<file path="config.mk">
export PLATFORM = sky130hd
export DESIGN_NAME = cga_slot_sequencer_flat
export DESIGN_NICKNAME = d
export VERILOG_FILES = /design/src/rtl/cga_slot_sequencer_pkg.sv /design/src/rtl/cga_slot_sequencer_if.sv /design/src/rtl/cga_slot_sequencer_arbiter.sv /design/src/rtl/cga_slot_sequencer.sv /design/src/flat_wrapper.sv
export SDC_FILE = /design/constraint.sdc
export NUM_CORES = 1
export LEC_CHECK = 0
export ABC_AREA = 1
export CAP_MARGIN = 20
export CELL_PAD_IN_SITES_DETAIL_PLACEMENT = 0
export CELL_PAD_IN_SITES_GLOBAL_PLACEMENT = 2
export CORE_MARGIN = 2
export CORE_UTILIZATION = 18
export CTS_CLUSTER_DIAMETER = 30
export DETAILED_ROUTE_END_ITERATION = 6
export GPL_ROUTABILITY_DRIVEN = 0
export PLACE_DENSITY_LB_ADDON = 0.1
export RECOVER_POWER = 50
export SETUP_SLACK_MARGIN = 0.2
export SLEW_MARGIN = 25
export SYNTH_ARGS = -nofsm -noshare
export SYNTH_HDL_FRONTEND = slang
export SYNTH_SLANG_ARGS = --single-unit
</file>
<file path="constraint.sdc">
create_clock -name clk -period 1.4 [get_ports clk]
set_input_delay 0.28 -clock clk [delete_from_list [all_inputs] [get_ports clk]]
set_output_delay 0.28 -clock clk [all_outputs]
set_load 0.01 [all_outputs]
</file>
<file path="src/rtl/cga_slot_sequencer_pkg.sv">
// Shared constants and helpers for the CGA slot sequencer: strobe offsets within a slot
// and fetch-mode clamping.
package cga_seq_pkg;

    localparam int OFS_CRTC      = 0;
    localparam int OFS_RD_FIRST  = 1;
    localparam int OFS_RD_LAST   = 3;
    localparam int OFS_A0        = 2;
    localparam int OFS_CHAR      = 2;
    localparam int OFS_ATT       = 3;
    localparam int OFS_PIPE      = 4;
    localparam int OFS_ISA_FIRST = 5;

    // Slots with no VRAM fetch open the ISA window right after the CRTC tick.
    localparam int OFS_ISA_FIRST_IDLE = 1;

    function automatic int clamp_mode(input int mode, input int slot_bits);
        return (mode > slot_bits) ? slot_bits : mode;
    endfunction

    function automatic int mode_width(input int slot_bits);
        return (slot_bits < 2) ? 1 : $clog2(slot_bits + 1);
    endfunction

endpackage

</file>
<file path="src/rtl/cga_slot_sequencer_if.sv">
// Host-facing bundle of the slot sequencer: fetch-mode select, ISA handshake and timing strobes.
// master = host/requester side, slave = sequencer side.
interface cga_slot_sequencer_if #(
    parameter int SEQ_BITS  = 5,
    parameter int SLOT_BITS = 1,
    parameter int MODE_W    = cga_seq_pkg::mode_width(SLOT_BITS)
);

    logic [MODE_W-1:0]    fetch_mode;
    logic                 isa_req;

    logic [SEQ_BITS-1:0]  clk_seq;
    logic [SLOT_BITS-1:0] slot_idx;
    logic                 lclk;
    logic                 hclk;
    logic                 crtc_clk;
    logic                 vram_read;
    logic                 vram_read_a0;
    logic                 vram_read_char;
    logic                 vram_read_att;
    logic                 charrom_read;
    logic                 disp_pipeline;
    logic                 isa_op_enable;
    logic                 isa_start;
    logic                 isa_busy;
    logic                 isa_ack;

    modport master (
        output fetch_mode, isa_req,
        input  clk_seq, slot_idx, lclk, hclk, crtc_clk,
        input  vram_read, vram_read_a0, vram_read_char, vram_read_att,
        input  charrom_read, disp_pipeline,
        input  isa_op_enable, isa_start, isa_busy, isa_ack
    );

    modport slave (
        input  fetch_mode, isa_req,
        output clk_seq, slot_idx, lclk, hclk, crtc_clk,
        output vram_read, vram_read_a0, vram_read_char, vram_read_att,
        output charrom_read, disp_pipeline,
        output isa_op_enable, isa_start, isa_busy, isa_ack
    );

endinterface

</file>
<file path="src/rtl/cga_slot_sequencer_arbiter.sv">
// ISA access arbiter: grants a request inside the slot's ISA window and times the op
// with a busy down-counter, pulsing ack on the final busy cycle.
module cga_isa_slot_arbiter
    import cga_seq_pkg::*;
#(
    parameter int OP_LEN = 3
) (
    input  logic clk,
    input  logic reset,
    input  logic window_i,
    input  logic isa_req_i,
    output logic op_enable_o,
    output logic start_o,
    output logic busy_o,
    output logic ack_o
);

    localparam int CW = (OP_LEN < 2) ? 1 : $clog2(OP_LEN + 1);

    logic [CW-1:0] cnt_q;
    logic [CW-1:0] cnt_d;

    // cnt_q counts the busy cycles still to come after the start cycle, so the
    // enable never depends on this cycle's start (no loop through isa_req).
    always_comb begin
        op_enable_o = !reset && window_i && (cnt_q == '0);
        start_o     = isa_req_i && op_enable_o;
        busy_o      = !reset && (start_o || (cnt_q != '0));
        if (OP_LEN == 1) begin
            ack_o = start_o;
        end else begin
            ack_o = !reset && (cnt_q == CW'(1));
        end

        cnt_d = cnt_q;
        if (start_o) begin
            cnt_d = CW'(OP_LEN - 1);
        end else if (cnt_q != '0) begin
            cnt_d = cnt_q - 1'b1;
        end
    end

    always_ff @(posedge clk) begin
        if (reset) begin
            cnt_q <= '0;
        end else begin
            cnt_q <= cnt_d;
        end
    end

endmodule

</file>
<file path="src/rtl/cga_slot_sequencer.sv">
// CGA slot sequencer: free-running period counter split into equal slots, per-slot VRAM/char-ROM/
// CRTC strobes with period-aligned fetch density, and a windowed ISA req/start/ack handshake.
module cga_slot_sequencer
    import cga_seq_pkg::*;
#(
    parameter int SEQ_BITS   = 5,
    parameter int SLOT_BITS  = 1,
    parameter int ISA_OP_LEN = 3
) (
    input  logic                 clk,
    input  logic                 reset,
    cga_slot_sequencer_if.slave  bus
);

    localparam int PERIOD   = 2 ** SEQ_BITS;
    localparam int NSLOT    = 2 ** SLOT_BITS;
    localparam int L        = PERIOD >> SLOT_BITS;
    localparam int LB       = SEQ_BITS - SLOT_BITS;
    localparam int MODE_W   = mode_width(SLOT_BITS);
    localparam int WIN_LAST = L - ISA_OP_LEN + 1;
    localparam logic [SEQ_BITS-1:0] LAST_TICK = '1;

    if (SLOT_BITS < 1) begin : g_bad_slots
        $error("cga_slot_sequencer: SLOT_BITS must be at least 1");
    end
    if (L < 8) begin : g_bad_len
        $error("cga_slot_sequencer: slot length PERIOD>>SLOT_BITS must be at least 8");
    end
    if ((ISA_OP_LEN < 1) || (ISA_OP_LEN > L - 6)) begin : g_bad_op
        $error("cga_slot_sequencer: ISA_OP_LEN must lie in 1..L-6");
    end

    logic [SEQ_BITS-1:0]  clkdiv_q;
    logic [SEQ_BITS-1:0]  clkdiv_d;
    logic [MODE_W-1:0]    mode_q;
    logic [MODE_W-1:0]    mode_d;
    logic [MODE_W-1:0]    mode_sel;

    logic [SLOT_BITS-1:0] slot;
    logic [SLOT_BITS-1:0] act_mask;
    logic [LB-1:0]        ofs;
    int                   ofs_n;
    logic                 run;
    logic                 active;
    logic                 window;

    logic lclk, hclk, crtc, vrd, rd_a0, rd_char, rd_att, crom, pipe;
    logic isa_en, isa_start, isa_busy, isa_ack;

    // Density is only adopted on the last tick so a whole period always sees one mode.
    always_comb begin
        mode_sel = MODE_W'(clamp_mode(int'(bus.fetch_mode), SLOT_BITS));
        clkdiv_d = clkdiv_q + 1'b1;
        mode_d   = mode_q;
        if (clkdiv_q == LAST_TICK) begin
            mode_d = mode_sel;
        end
    end

    always_ff @(posedge clk) begin
        if (reset) begin
            clkdiv_q <= '0;
            mode_q   <= mode_sel;
        end else begin
            clkdiv_q <= clkdiv_d;
            mode_q   <= mode_d;
        end
    end

    // Active slots are every (NSLOT >> mode)-th slot, i.e. slot index low bits all zero.
    always_comb begin
        run      = !reset;
        slot     = clkdiv_q[SEQ_BITS-1:LB];
        ofs      = clkdiv_q[LB-1:0];
        ofs_n    = int'(ofs);
        act_mask = SLOT_BITS'((NSLOT >> mode_q) - 1);
        active   = ((slot & act_mask) == '0);

        lclk     = run && (clkdiv_q == '0);
        hclk     = run && (ofs_n == OFS_CRTC);
        crtc     = hclk && active;
        vrd      = run && active && (ofs_n >= OFS_RD_FIRST) && (ofs_n <= OFS_RD_LAST);
        rd_a0    = run && active && (ofs_n == OFS_A0);
        rd_char  = run && active && (ofs_n == OFS_CHAR);
        rd_att   = run && active && (ofs_n == OFS_ATT);
        crom     = run && active && (ofs_n == OFS_ATT);
        pipe     = run && active && (ofs_n == OFS_PIPE);

        // The window ends early enough that the last op finishes on the next slot's o==0.
        window   = run && (ofs_n <= WIN_LAST) &&
                   (active ? (ofs_n >= OFS_ISA_FIRST) : (ofs_n >= OFS_ISA_FIRST_IDLE));
    end

    cga_isa_slot_arbiter #(
        .OP_LEN (ISA_OP_LEN)
    ) u_arb (
        .clk         (clk),
        .reset       (reset),
        .window_i    (window),
        .isa_req_i   (bus.isa_req),
        .op_enable_o (isa_en),
        .start_o     (isa_start),
        .busy_o      (isa_busy),
        .ack_o       (isa_ack)
    );

    assign bus.clk_seq        = run ? clkdiv_q : '0;
    assign bus.slot_idx       = run ? slot : '0;
    assign bus.lclk           = lclk;
    assign bus.hclk           = hclk;
    assign bus.crtc_clk       = crtc;
    assign bus.vram_read      = vrd;
    assign bus.vram_read_a0   = rd_a0;
    assign bus.vram_read_char = rd_char;
    assign bus.vram_read_att  = rd_att;
    assign bus.charrom_read   = crom;
    assign bus.disp_pipeline  = pipe;
    assign bus.isa_op_enable  = isa_en;
    assign bus.isa_start      = isa_start;
    assign bus.isa_busy       = isa_busy;
    assign bus.isa_ack        = isa_ack;

endmodule

</file>
<file path="src/flat_wrapper.sv">
// flat-port wrapper written by rule: the top's interface ports become plain ports
module cga_slot_sequencer_flat import cga_seq_pkg::*;
#(
    parameter int SEQ_BITS   = 5,
    parameter int SLOT_BITS  = 1,
    parameter int ISA_OP_LEN = 3
)
  (clk, reset, bus_fetch_mode, bus_isa_req, bus_clk_seq, bus_slot_idx, bus_lclk, bus_hclk, bus_crtc_clk, bus_vram_read, bus_vram_read_a0, bus_vram_read_char, bus_vram_read_att, bus_charrom_read, bus_disp_pipeline, bus_isa_op_enable, bus_isa_start, bus_isa_busy, bus_isa_ack);
  cga_slot_sequencer_if #(.SEQ_BITS(SEQ_BITS), .SLOT_BITS(SLOT_BITS)) bus_i ();
  input  logic clk;
  input  logic reset;
  input wire logic [$bits(bus_i.fetch_mode)-1:0] bus_fetch_mode;
  input wire logic [$bits(bus_i.isa_req)-1:0] bus_isa_req;
  output wire logic [$bits(bus_i.clk_seq)-1:0] bus_clk_seq;
  output wire logic [$bits(bus_i.slot_idx)-1:0] bus_slot_idx;
  output wire logic [$bits(bus_i.lclk)-1:0] bus_lclk;
  output wire logic [$bits(bus_i.hclk)-1:0] bus_hclk;
  output wire logic [$bits(bus_i.crtc_clk)-1:0] bus_crtc_clk;
  output wire logic [$bits(bus_i.vram_read)-1:0] bus_vram_read;
  output wire logic [$bits(bus_i.vram_read_a0)-1:0] bus_vram_read_a0;
  output wire logic [$bits(bus_i.vram_read_char)-1:0] bus_vram_read_char;
  output wire logic [$bits(bus_i.vram_read_att)-1:0] bus_vram_read_att;
  output wire logic [$bits(bus_i.charrom_read)-1:0] bus_charrom_read;
  output wire logic [$bits(bus_i.disp_pipeline)-1:0] bus_disp_pipeline;
  output wire logic [$bits(bus_i.isa_op_enable)-1:0] bus_isa_op_enable;
  output wire logic [$bits(bus_i.isa_start)-1:0] bus_isa_start;
  output wire logic [$bits(bus_i.isa_busy)-1:0] bus_isa_busy;
  output wire logic [$bits(bus_i.isa_ack)-1:0] bus_isa_ack;
  assign bus_i.fetch_mode = bus_fetch_mode;
  assign bus_i.isa_req = bus_isa_req;
  assign bus_clk_seq = bus_i.clk_seq;
  assign bus_slot_idx = bus_i.slot_idx;
  assign bus_lclk = bus_i.lclk;
  assign bus_hclk = bus_i.hclk;
  assign bus_crtc_clk = bus_i.crtc_clk;
  assign bus_vram_read = bus_i.vram_read;
  assign bus_vram_read_a0 = bus_i.vram_read_a0;
  assign bus_vram_read_char = bus_i.vram_read_char;
  assign bus_vram_read_att = bus_i.vram_read_att;
  assign bus_charrom_read = bus_i.charrom_read;
  assign bus_disp_pipeline = bus_i.disp_pipeline;
  assign bus_isa_op_enable = bus_i.isa_op_enable;
  assign bus_isa_start = bus_i.isa_start;
  assign bus_isa_busy = bus_i.isa_busy;
  assign bus_isa_ack = bus_i.isa_ack;
  cga_slot_sequencer #(.SEQ_BITS(SEQ_BITS), .SLOT_BITS(SLOT_BITS), .ISA_OP_LEN(ISA_OP_LEN)) u_core (.clk(clk), .reset(reset), .bus(bus_i));
endmodule
</file>
# == Word-level counts from Yosys, hierarchy flattened ==
# Index checks and enable logic that the tools add are counted.
# Widths: inputs -> output; s select.
# classes
shifts,1
addsub,3
bitwise_logic,2
mux,7
n_reduce_logical,25
magnitude_cmp,4
n_eq_ne,5
# ops
cell,n
$logic_and 1x1->1,16
$eq 4x3->1 const B,2
$reduce_bool 2->1,3
$add 5x1->5 const B,1
$eq 5x5->1 const B,1
$logic_not 5->1,1
$mux 5,1
$eq 4x4->1 const B,1
$ge 4x1->1 const B,1
$ge 4x3->1 const B,1
$le 4x2->1 const B,1
$le 4x4->1 const B,1
$logic_not 4->1,1
$mux 1,4
$mux 2,2
$eq 2x1->1 const B,1
$logic_not 2->1,1
$reduce_or 2->1,1
$shr 2x1->1 const A,1
$sub 2x1->2 const B,1
$and 1x1->1,1
$logic_not 1->1,1
$logic_or 1x1->1,1
$not 1->1,1
$sub 1x1->1 const B,1
# word_totals
regBits,8
out_inout_bits,19
inputBits,4
wordCells,51

# == Longest topological paths before layout ==
# Gate-level depths: netlist of the first run.
# depth
word_depth,10
depth_mapped,8
ltp_nobuf,8

# == Hierarchy ==
# A second synthesis of the first run with hierarchy kept.
# unflattened
cells_unflattened,87
area_unflattened_um2,585.6
# by_module_without_submodules
module,cells_per_inst,n_inst,seq_area_each_um2,area_per_inst_um2
cga_slot_sequencer,69,1,130.1,456.7
cga_isa_slot_arbiter,18,1,40.0,128.9

# == Least setup slack after synthesis of the first run ==
# No wires, ideal clock.
# synth_timing
kind,register to output
startpoint,register u_core.clkdiv_q[0]
endpoint,output bus_isa_busy
path_stages_with_launch,8
n_path_buf,0
path_slack_ns,-0.083
t_arrival_ns,1.203
t_required_ns,1.120
path_cell_list,dfxtp_1 > inv_1 > ha_1 > nand2_1 > nand2_1 > nand2_1 > nand4_2 > a21oi_1
# synth_between
elab_chain_len,8
elab_cells_between_ends,11
classes_between,3 x order compare; 1 x mux; 7 x reduce/logical
# synth_lines
item,line_no,rtl
from (decl),cga_slot_sequencer.sv:33,logic [SEQ_BITS-1:0] clkdiv_q;
from (signal assigned),cga_slot_sequencer.sv:65,clkdiv_q <= clkdiv_d;
"$ge 4x3->1, or another cell as far along",cga_slot_sequencer.sv:91,(active ? (ofs_n >= OFS_ISA_FIRST) : (ofs_n >= OFS_ISA_FIRST_IDLE));
$mux 1 / $logic_and 1x1->1 (equally long branches),"cga_slot_sequencer.sv:91, cga_slot_sequencer.sv:90",
$logic_and 1x1->1 (*),cga_slot_sequencer.sv:90,window = run && (ofs_n <= WIN_LAST) &&
$logic_and 1x1->1 (*) (2 in a row),cga_slot_sequencer_arbiter.sv:26,op_enable_o = !reset && window_i && (cnt_q == '0);
$logic_and 1x1->1 (*),cga_slot_sequencer_arbiter.sv:27,start_o = isa_req_i && op_enable_o;
$logic_or 1x1->1 (*),cga_slot_sequencer_arbiter.sv:28,busy_o = !reset && (start_o || (cnt_q != '0));
$logic_and 1x1->1 (*),cga_slot_sequencer_arbiter.sv:28,
to (decl),flat_wrapper.sv:27,output wire logic [$bits(bus_i.isa_busy)-1:0] bus_isa_busy;
# Every way passes the cells marked *; elsewhere a longest branch is shown, timed or not.

# == Final worst setup path of the first run ==
# layout_timing
startpoint,register u_core.clkdiv_q[1]
endpoint,output bus_isa_busy
# The elaborated chain is that of the path after synthesis.

==> flow_summary.toml, run 1 <==
[floorplanning]
die_w_um = 58.67
core_mm2 = 0.002805
io_pins = 23
die_y_um = 58.67
row_count = 19
initial_utilization_pct = 19.18
die_area_mm2 = 0.003442

[sta]
hold_viol = 0
period_share_pct = 124.6
rsz0062_at_grt = "yes"
fin_crit_ns = 1.745
setup_tns_ns = -3.024
slew_headroom_pct = 80.92
clock_skew_ns = 0.008876
timing.hold.ws_ns = 0.4613
fmax_ghz = 0.5732
worst_slack_ns = -0.3446
slew_violations = 0
tightest_slew_ns = 0.2851
finalSetupViolCount = 16

[synth]
yosysUniqueCellTypes = 18
seq_area_frac_synth_pct = 31.63
ys_warn_count = 0
syn_inst = 81
synth_fp_nets = 90
syn-cell-area_um2 = 538.0
ys_seq_elements = 8
synth.avg_cell_area_um2 = 6.642

[clock_tree]
clock-sinks = 8
cts.clk_slew.worst_paths_ns = 0.06
cts-buffers-inserted = 3
clkLatencyLatePin_ns = 0.25
cts-root-buf = "clkbuf_4"
cts_tree = "done"
htreeDepth = 1
clk_path_buf_depth = 2

[grt]
grt.met2_usage_pct = 17.82
use_met3_pct = 1.099
track_usage_pct = 11.25
grt_antenna_before_repair = 0
gr-total-overflow = 0
grt_first_pass_wirelength_mm = 2.980
met1_usage_pct = 15.13
grt_max_degree = 10
grt.busiest_layer = "met2"
first_global_vias = 666

[drt]
drt-pass1-iter-count = 6
drc = 3
wire_per_inst_um = 10.46
dr.first_iter.drc_count = 9
wl_mm = 1.779
antenna_left = 0
via_count = 688
viasPerCell = 4.047

[flow_run]
max-cap-violations = 0

[run_status]
violations = "design-rule violations, negative setup slack"
outcome = "finished, violations left"

[finish]
fillCellCount = 305
final_common_cell = "buf_6"
final_nets = 149
diodes = 0
post-route-util_pct = 46.70
area_growth_pct = 143.5
drive_gt1_share_pct = 78.42
final_cell_mix = "23 x buf_6, 20 x buf_4, 10 x buf_2"

[place]
port_buffers = 22
dp_hpwl_mm = 1.305
dpl_worst_slack_ns = -0.6910

[power]
p_per_area_mw_per_mm2 = 581.5
power.share.clock_pct = 24.1
p_int_w = 0.0005265
combPwrFrac_pct = 42.1
p_leak_nw = 0.6110
vdd_drop_max_mv = 0.3258
switching_share_pct = 30.89
p_switching_w = 0.0002353
seqPwrFrac_pct = 33.7

[setup_path]
path_class = "register to primary output"
cp-startpoint = "u_core.clkdiv_q[1]$_SDFF_PP0_"
cp-end-kind = "primary output"
critical_path_required_ns = 1.12
path_max_fanout = 4
r2r_cells = 7
rr_endpoint = "u_core.mode_q$_DFFE_PP_"
start_kind = "register"
cp.arrival_ns = 1.46
r2r_slack_ns = -0.17
r2r-start = "u_core.clkdiv_q[1]$_SDFF_PP0_"

[worst_hold_path]
hold_path_class = "input port to register"
hold-path-cell-count = 3
hold_path.startpoint = "reset"
hold_path_end = "u_core.u_arb.cnt_q[0]$_SDFFE_PP0P_"
==> kinds of logic (layout without fill, tap and decap cells) <==
logic type	after synthesis	count (layout)	synth area share [%]
adder cells (fa/ha/maj)	5	5	11.63
AND/OR/NAND/NOR	41	41	34.19
flip-flops	8	8	31.63
buffers and inverters	21	79	16.98
AO/OA/AOI/OAI	6	6	5.580
==> worst max-delay path, cell delays in order, from the launching register on <==
cell and delay (ns):
dfxtp_4 0.40, inv_6 0.05, ha_4 0.16, inv_2 0.07, nor2_4 0.04, nand3_2 0.10, nand4_4 0.12, a21oi_2 0.14
buf_2 0.13
==> power groups by stage <==
stage / combinational, W / clock (W) / sequential, W
after floorplan: 0.0000929 / 0 / 0.000261
after global placement: 0.000213 / 0 / 0.000262
after detailed placement: 0.000211 / 0 / 0.000262
after CTS: 0.000275 / 0.000196 / 0.000257
after global routing: 0.000350 / 0.000214 / 0.000258
final: 0.000321 / 0.000184 / 0.000257
==> metrics by stage <==
stage,area [um2],std cells,power (W)
floorplan,584.3,81,0.0003536
global placement,996.0,154,0.0004744
detailed placement,996.0,154,0.0004736
CTS,1164,165,0.0007277
global route,1310,170,0.0008228
finish,1310,170,0.0007618
==> flip-flops by register name (all words and copies together), names as in the netlist <==
| name | flops |
|---|---|
| u_core.clkdiv_q | 5 |
| u_core.mode_q | 1 |
| u_core.u_arb.cnt_q | 2 |
==> worst max path at each step <==
| stage | endpoint | slack [ns] | cells after the start |
|---|---|---|---|
| 2_1_floorplan | bus_isa_busy | 0.05 | 8 |
| 3_3_place_gp | bus_isa_busy | -0.66 | 7 |
| 3_5_place_dp | bus_isa_busy | -0.69 | 7 |
| 4_1_cts | bus_isa_busy | -0.38 | 9 |
| 5_1_grt | bus_isa_busy | -0.46 | 9 |
| 6_report | bus_isa_busy | -0.34 | 8 |
==> cell usage after synthesis, drive strengths merged <==
| library cell | instances | share of area [%] |
|---|---|---|
| ha | 5 | 12 |
| inv | 17 | 12 |
| o21ai | 2 | 1.9 |
| a21oi | 4 | 3.7 |
| edfxtp | 1 | 5.6 |
| nand3 | 5 | 5.6 |
| nor2 | 22 | 16 |
| nor3 | 2 | 1.9 |
| dfxtp | 7 | 26 |
| nand2 | 10 | 7.0 |
| or2 | 1 | 1.2 |
| nand4 | 1 | 2.3 |
| buf | 4 | 5.1 |
==> area by class of cell <==
type	instances	area [um2]	area share, %
Multi-Input combinational cell	52	462.9	35.34
Clock buffer	4	26.28	2.006
Sequential cell	8	190.2	14.52
Inverter	17	78.83	6.017
Timing Repair Buffer	58	513.0	39.16
Tap cell	31	38.79	2.961
==> metal layers <==
metal / up-vias / wire (um)
li1: 361 / -
met1: 311 / 813
met2: 14 / 850
met3: 2 / 100
met4: 0 / 14
met5: - / 0
==> what timing repair did <==
action / 4_1_cts / 5_1_grt
pin swaps: 8 / 12
setup endpoints to repair: 22 / 22
gates resized for setup: 136 / 25
cloned: 0 / 0
buffers inserted: 7 / 5
hold buffers: 0 / 0
No activity file was read; power rests on OpenSTA's default activity.
==> run 2, diff against run 1 <==
- CORE_MARGIN: 2 -> not set
==> run 2 against run 1 <==
Compared with the run above: the flow still finishes with violations (design-rule violations, negative setup slack); sequential power barely moved; worst setup slack got worse by 0.012 ns; worst hold slack improved by 0.060 ns; utilization fell by 5.5 points; critical path type unchanged; largest cell class unchanged.
==> flow_summary.toml, run 2 (synthesis gave the netlist of run 1 again) <==
[drt]
viasPerCell = 3.976
via_count = 664
dr.first_iter.drc_count = 7
drt-pass1-iter-count = 6
wl_mm = 1.598
drc = 4
wire_per_inst_um = 9.569
antenna_left = 0

[place]
dp.cells = 154
port_buffers = 22
dp_hpwl_mm = 1.259
dpl_worst_slack_ns = -0.7043

[setup_path]
critical_path_required_ns = 1.12
r2r_slack_ns = -0.15
start_kind = "register"
path_max_fanout = 4
r2r-start = "u_core.clkdiv_q[0]$_SDFF_PP0_"
rr_endpoint = "u_core.mode_q$_DFFE_PP_"
r2r_cells = 7
cp-end-kind = "primary output"
path_class = "register to primary output"
cp.arrival_ns = 1.48

[finish]
largest_register = "u_core.clkdiv_q"
top_regs = "u_core.clkdiv_q (5), u_core.u_arb.cnt_q (2), u_core.mode_q (1)"
diodes = 0
area_growth_pct = 114.7
drive_gt1_share_pct = 75.74
largest_reg_flops = 5
final_cell_mix = "22 x buf_4, 17 x buf_2, 16 x nor2_2"
fin_cells = 167
final_common_cell = "buf_4"
final_nets = 146

[grt]
first_global_vias = 616
grt_antenna_before_repair = 0
grt_max_degree = 10
track_usage_pct = 11.11
grt_first_pass_wirelength_mm = 2.670
gr-total-overflow = 0

[floorplanning]
core_mm2 = 0.002805
die_y_um = 56.67
row_count = 19
die_area_mm2 = 0.003211
initial_utilization_pct = 19.18
die_w_um = 56.67
io_pins = 23

[power]
total_power_w = 0.0006829
vdd_drop_max_mv = 0.3824
combPwrFrac_pct = 36.0
p_int_w = 0.0004774
seqPwrFrac_pct = 37.4
power.share.clock_pct = 26.6
switching_share_pct = 30.09
p_per_area_mw_per_mm2 = 591.3
p_leak_nw = 0.5637
p_switching_w = 0.0002055

[clock_tree]
cts-root-buf = "clkbuf_4"
htreeDepth = 1
cts-buffers-inserted = 3
clkLatencyLatePin_ns = 0.25
clock-sinks = 8
cts_tree = "done"
clk_path_buf_depth = 2
cts_hold_buf = 0
cts.clk_slew.worst_paths_ns = 0.05

[sta]
slew_headroom_pct = 77.71
tightest_slew_ns = 0.3343
worst_slack_ns = -0.3565
clock_skew_ns = 0.006944
rsz0062_at_grt = "yes"
period_share_pct = 125.5
slew_violations = 0
fmax_ghz = 0.5693
timing.hold.ws_ns = 0.5211
fin_crit_ns = 1.757
finalSetupViolCount = 14
setup_tns_ns = -2.469
hold_viol = 0

[worst_hold_path]
hold_path_end = "u_core.u_arb.cnt_q[0]$_SDFFE_PP0P_"
hold_path.startpoint = "u_core.u_arb.cnt_q[0]$_SDFFE_PP0P_"
hold_path_class = "register to register"
hold-path-cell-count = 2

[run_status]
outcome = "finished, violations left"
violations = "design-rule violations, negative setup slack"

[flow_run]
max-cap-violations = 0
[run 2: cell types whose count changed in the layout (fill, tap and decap cells not counted), moves of 2 or more]
cell      delta
buf_6       -13
nor2_2       +7
buf_2        +7
nor2_4       -6
inv_1        +2
buf_4        +2
clkbuf_1     +2
[run 2: worst max-delay path by stage]
stage                                              from            to  slack, ns  cells past startpoint
after floorplan           u_core.clkdiv_q[0]$_SDFF_PP0_  bus_isa_busy       0.05                      8
after global placement                            reset  bus_isa_busy      -0.66                      7
after detailed placement                          reset  bus_isa_busy      -0.70                      7
after CTS                 u_core.clkdiv_q[0]$_SDFF_PP0_  bus_isa_busy      -0.38                      9
after global routing      u_core.clkdiv_q[1]$_SDFF_PP0_  bus_isa_busy      -0.46                      8
final                     u_core.clkdiv_q[1]$_SDFF_PP0_  bus_isa_busy      -0.36                      8
[run 2: area by class of cell]
type / instances / area (um2)
sequential: 8 / 190.2
tap: 31 / 38.79
inverter: 17 / 71.32
fill: 316 / 1650
timing repair buffer: 55 / 416.7
multi-input combinational: 52 / 411.6
clock buffer: 4 / 26.28
[run 2: per-layer routing]
| metal | part of all wire [%] | GRT usage, % | vias to the layer above |
|---|---|---|---|
| met5 | 0 | 0 | - |
| met4 | 2.1 | 7.500 | 0 |
| met3 | 5.3 | 1.843 | 4 |
| met2 | 44 | 16.50 | 16 |
| met1 | 48 | 14.61 | 287 |
| li1 | - | - | 357 |
[run 2: critical path: stages, from the launching register on]
cell	delay, ns
dfxtp_4	0.39
inv_4	0.06
ha_4	0.16
nand2_1	0.06
nand2_1	0.06
nand2_2	0.09
nand4_2	0.14
a21oi_2	0.14
buf_2	0.13
[run 2: power groups by stage]
stage | Clock (W) | Combinational, W | Sequential, W
finish | 0.000182 | 0.000246 | 0.000255
global route | 0.000212 | 0.000271 | 0.000256
CTS | 0.000195 | 0.000239 | 0.000257
detailed placement | 0 | 0.000210 | 0.000262
global placement | 0 | 0.000212 | 0.000262
floorplan | 0 | 0.0000929 | 0.000261
[run 2: repair_timing]
item | CTS | global route
pin swaps | 9 | 4
gates resized for setup | 124 | 11
setup endpoints to repair | 22 | 22
setup buffers | 6 | 3
hold endpoints to repair | 0 | 0
cloned | 0 | 0
[run 2: through the flow]
stage / area (um2) / utilization (%)
4_1_cts: 1112 / 39.65
3_5_place_dp: 996.0 / 35.50
3_3_place_gp: 996.0 / 35.50
5_1_grt: 1155 / 41.17
6_report: 1155 / 41.17
2_1_floorplan: 584.3 / -
==> run 3, diff against run 2 <==
- ABC_CLOCK_PERIOD_IN_PS: not set -> 1400
- GPL_TIMING_DRIVEN: not set -> 0
==> run 3 against run 2 <==
Compared with the run above: the run still ends with design-rule violations, negative setup slack left; critical path depth increased by 1; sequential share of layout area barely moved; register-to-register slack about the same; first-iteration DRC count is 43% higher; die area stayed put; sequential power barely moved; utilization about the same; clock-buffer cell count stayed put; critical endpoint unchanged; highest routed layer unchanged.
==> flow_summary.toml, run 3 (synthesis gave the netlist of run 1 again) <==
[run_status]
outcome = "finished, violations left"
violations = "design-rule violations, negative setup slack"

[finish]
final_nets = 137
area_growth_pct = 114.4
fillCellCount = 307
drive_gt1_share_pct = 74.80
final_common_cell = "buf_6"
largest_reg_flops = 5
diodes = 0
final_cell_mix = "16 x buf_6, 13 x buf_4, 12 x buf_2"
fin_cells = 158
top_regs = "u_core.clkdiv_q (5), u_core.u_arb.cnt_q (2), u_core.mode_q (1)"
largest_register = "u_core.clkdiv_q"

[sta]
rsz0062_at_grt = "yes"
hold_viol = 0
finalSetupViolCount = 15
fin_crit_ns = 1.832
timing.hold.ws_ns = 0.2846
worst_slack_ns = -0.4323
slew_headroom_pct = 66.38
clock_skew_ns = 0.006134
tightest_slew_ns = 0.5043
fmax_ghz = 0.5458
period_share_pct = 130.9
slew_violations = 0
setup_tns_ns = -3.254

[place]
port_buffers = 22
dp_hpwl_mm = 1.136
dp.cells = 134

[clock_tree]
clkLatencyLatePin_ns = 0.25
cts_hold_buf = 0
cts.clk_slew.worst_paths_ns = 0.06
cts-buffers-inserted = 3
cts-root-buf = "clkbuf_4"
cts_tree = "done"
clk_path_buf_depth = 2
htreeDepth = 1
clock-sinks = 8

[setup_path]
cp-startpoint = "u_core.clkdiv_q[1]$_SDFF_PP0_"
path_class = "register to primary output"
start_kind = "register"
critical_path_required_ns = 1.12
r2r-start = "u_core.clkdiv_q[1]$_SDFF_PP0_"
cp.arrival_ns = 1.55
path_max_fanout = 4
cp-end-kind = "primary output"

[power]
p_switching_w = 0.0002153
combPwrFrac_pct = 37.0
seqPwrFrac_pct = 37.0
total_power_w = 0.0006942
p_int_w = 0.0004789
power.share.clock_pct = 26.0
vdd_drop_max_mv = 0.3458
switching_share_pct = 31.01
p_per_area_mw_per_mm2 = 601.7
p_leak_nw = 0.5198

[drt]
drc = 4
viasPerCell = 3.956
dr.first_iter.drc_count = 10
antenna_left = 0
wl_met3_um = 60
wire_per_inst_um = 10.19
drt-pass1-iter-count = 6
via_count = 625
wl_mm = 1.610
met1_length_um = 761
wl_met2_um = 773
top_layer = "met4"

[floorplanning]
io_pins = 23
row_count = 19
die_y_um = 56.67
initial_utilization_pct = 19.18
die_w_um = 56.67
core_mm2 = 0.002805
die_area_mm2 = 0.003211

[grt]
gr-total-overflow = 0
grt_antenna_before_repair = 0
first_global_vias = 580
track_usage_pct = 10.19
grt_first_pass_wirelength_mm = 2.497
grt_max_degree = 9

[worst_hold_path]
hold_path_class = "input port to register"
hold_path.startpoint = "reset"

[flow_run]
max-cap-violations = 0
-- run 3: cell count changes in the layout (fill, tap and decap cells not counted), moves of 3 or more --
| cell | change |
|---|---|
| nor2_4 | +4 |
| buf_6 | +6 |
| nor2_1 | +5 |
| buf_4 | -9 |
| nor2_2 | -9 |
| nand2_1 | -3 |
| buf_2 | -5 |
| nand2_2 | +4 |
-- run 3: final cells by class --
class,instances,area (um2),share of cell area (%)
clock buffers,4,26.28,2.278
plain buffers,4,33.78,2.928
well taps,31,38.79,3.362
flip-flops and latches,8,190.2,16.49
repair buffers,42,339.1,29.39
inverters,17,78.83,6.833
multi-input cells,52,446.7,38.72
-- run 3: per-stage QoR --
step	area (um2)	utilization [%]	worst slack, ns
after floorplan	584.3	-	0.05053
after global placement	843.3	30.06	-0.8575
after detailed placement	843.3	30.06	-0.8620
after CTS	1008	35.95	-0.4756
after global routing	1154	41.12	-0.5287
final	1154	41.12	-0.4323
-- run 3: worst max-delay path: stages, from the launching register on --
cell,delay [ns]
dfxtp_4,0.39
inv_6,0.05
ha_4,0.17
nand2_2,0.07
nand2_2,0.04
nand2_2,0.09
nand4_4,0.11
buf_6,0.13
a21oi_2,0.11
buf_2,0.13
-- run 3: per-layer routing --
metal	vias to the layer above	global-route usage (%)
li1	339	-
met1	270	13.76
met2	14	15.65
met3	2	1.382
met4	0	5.357
met5	-	0
-- run 3: final timing paths --
check                                                     endpoint  slack [ns]  depth (start not counted)
worst max-delay path                                  bus_isa_busy       -0.43                          9
worst min-delay path            u_core.u_arb.cnt_q[0]$_SDFFE_PP0P_        0.28                          2
worst max register to register             u_core.mode_q$_DFFE_PP_       -0.15                          7
worst min register to register  u_core.u_arb.cnt_q[0]$_SDFFE_PP0P_        0.44                          1
-- run 3: power groups by stage --
stage / clock network (W) / registers (W) / logic, W
finish: 0.000181 / 0.000257 / 0.000257
global route: 0.000203 / 0.000258 / 0.000280
CTS: 0.000193 / 0.000257 / 0.000224
detailed placement: 0 / 0.000264 / 0.000167
global placement: 0 / 0.000265 / 0.000168
floorplan: 0 / 0.000261 / 0.0000929
-- run 3: repair_timing --
item / in CTS / in global routing
pin swaps: 14 / 16
gates resized for setup: 122 / 30
buffers inserted: 13 / 7
setup endpoints to repair: 22 / 22
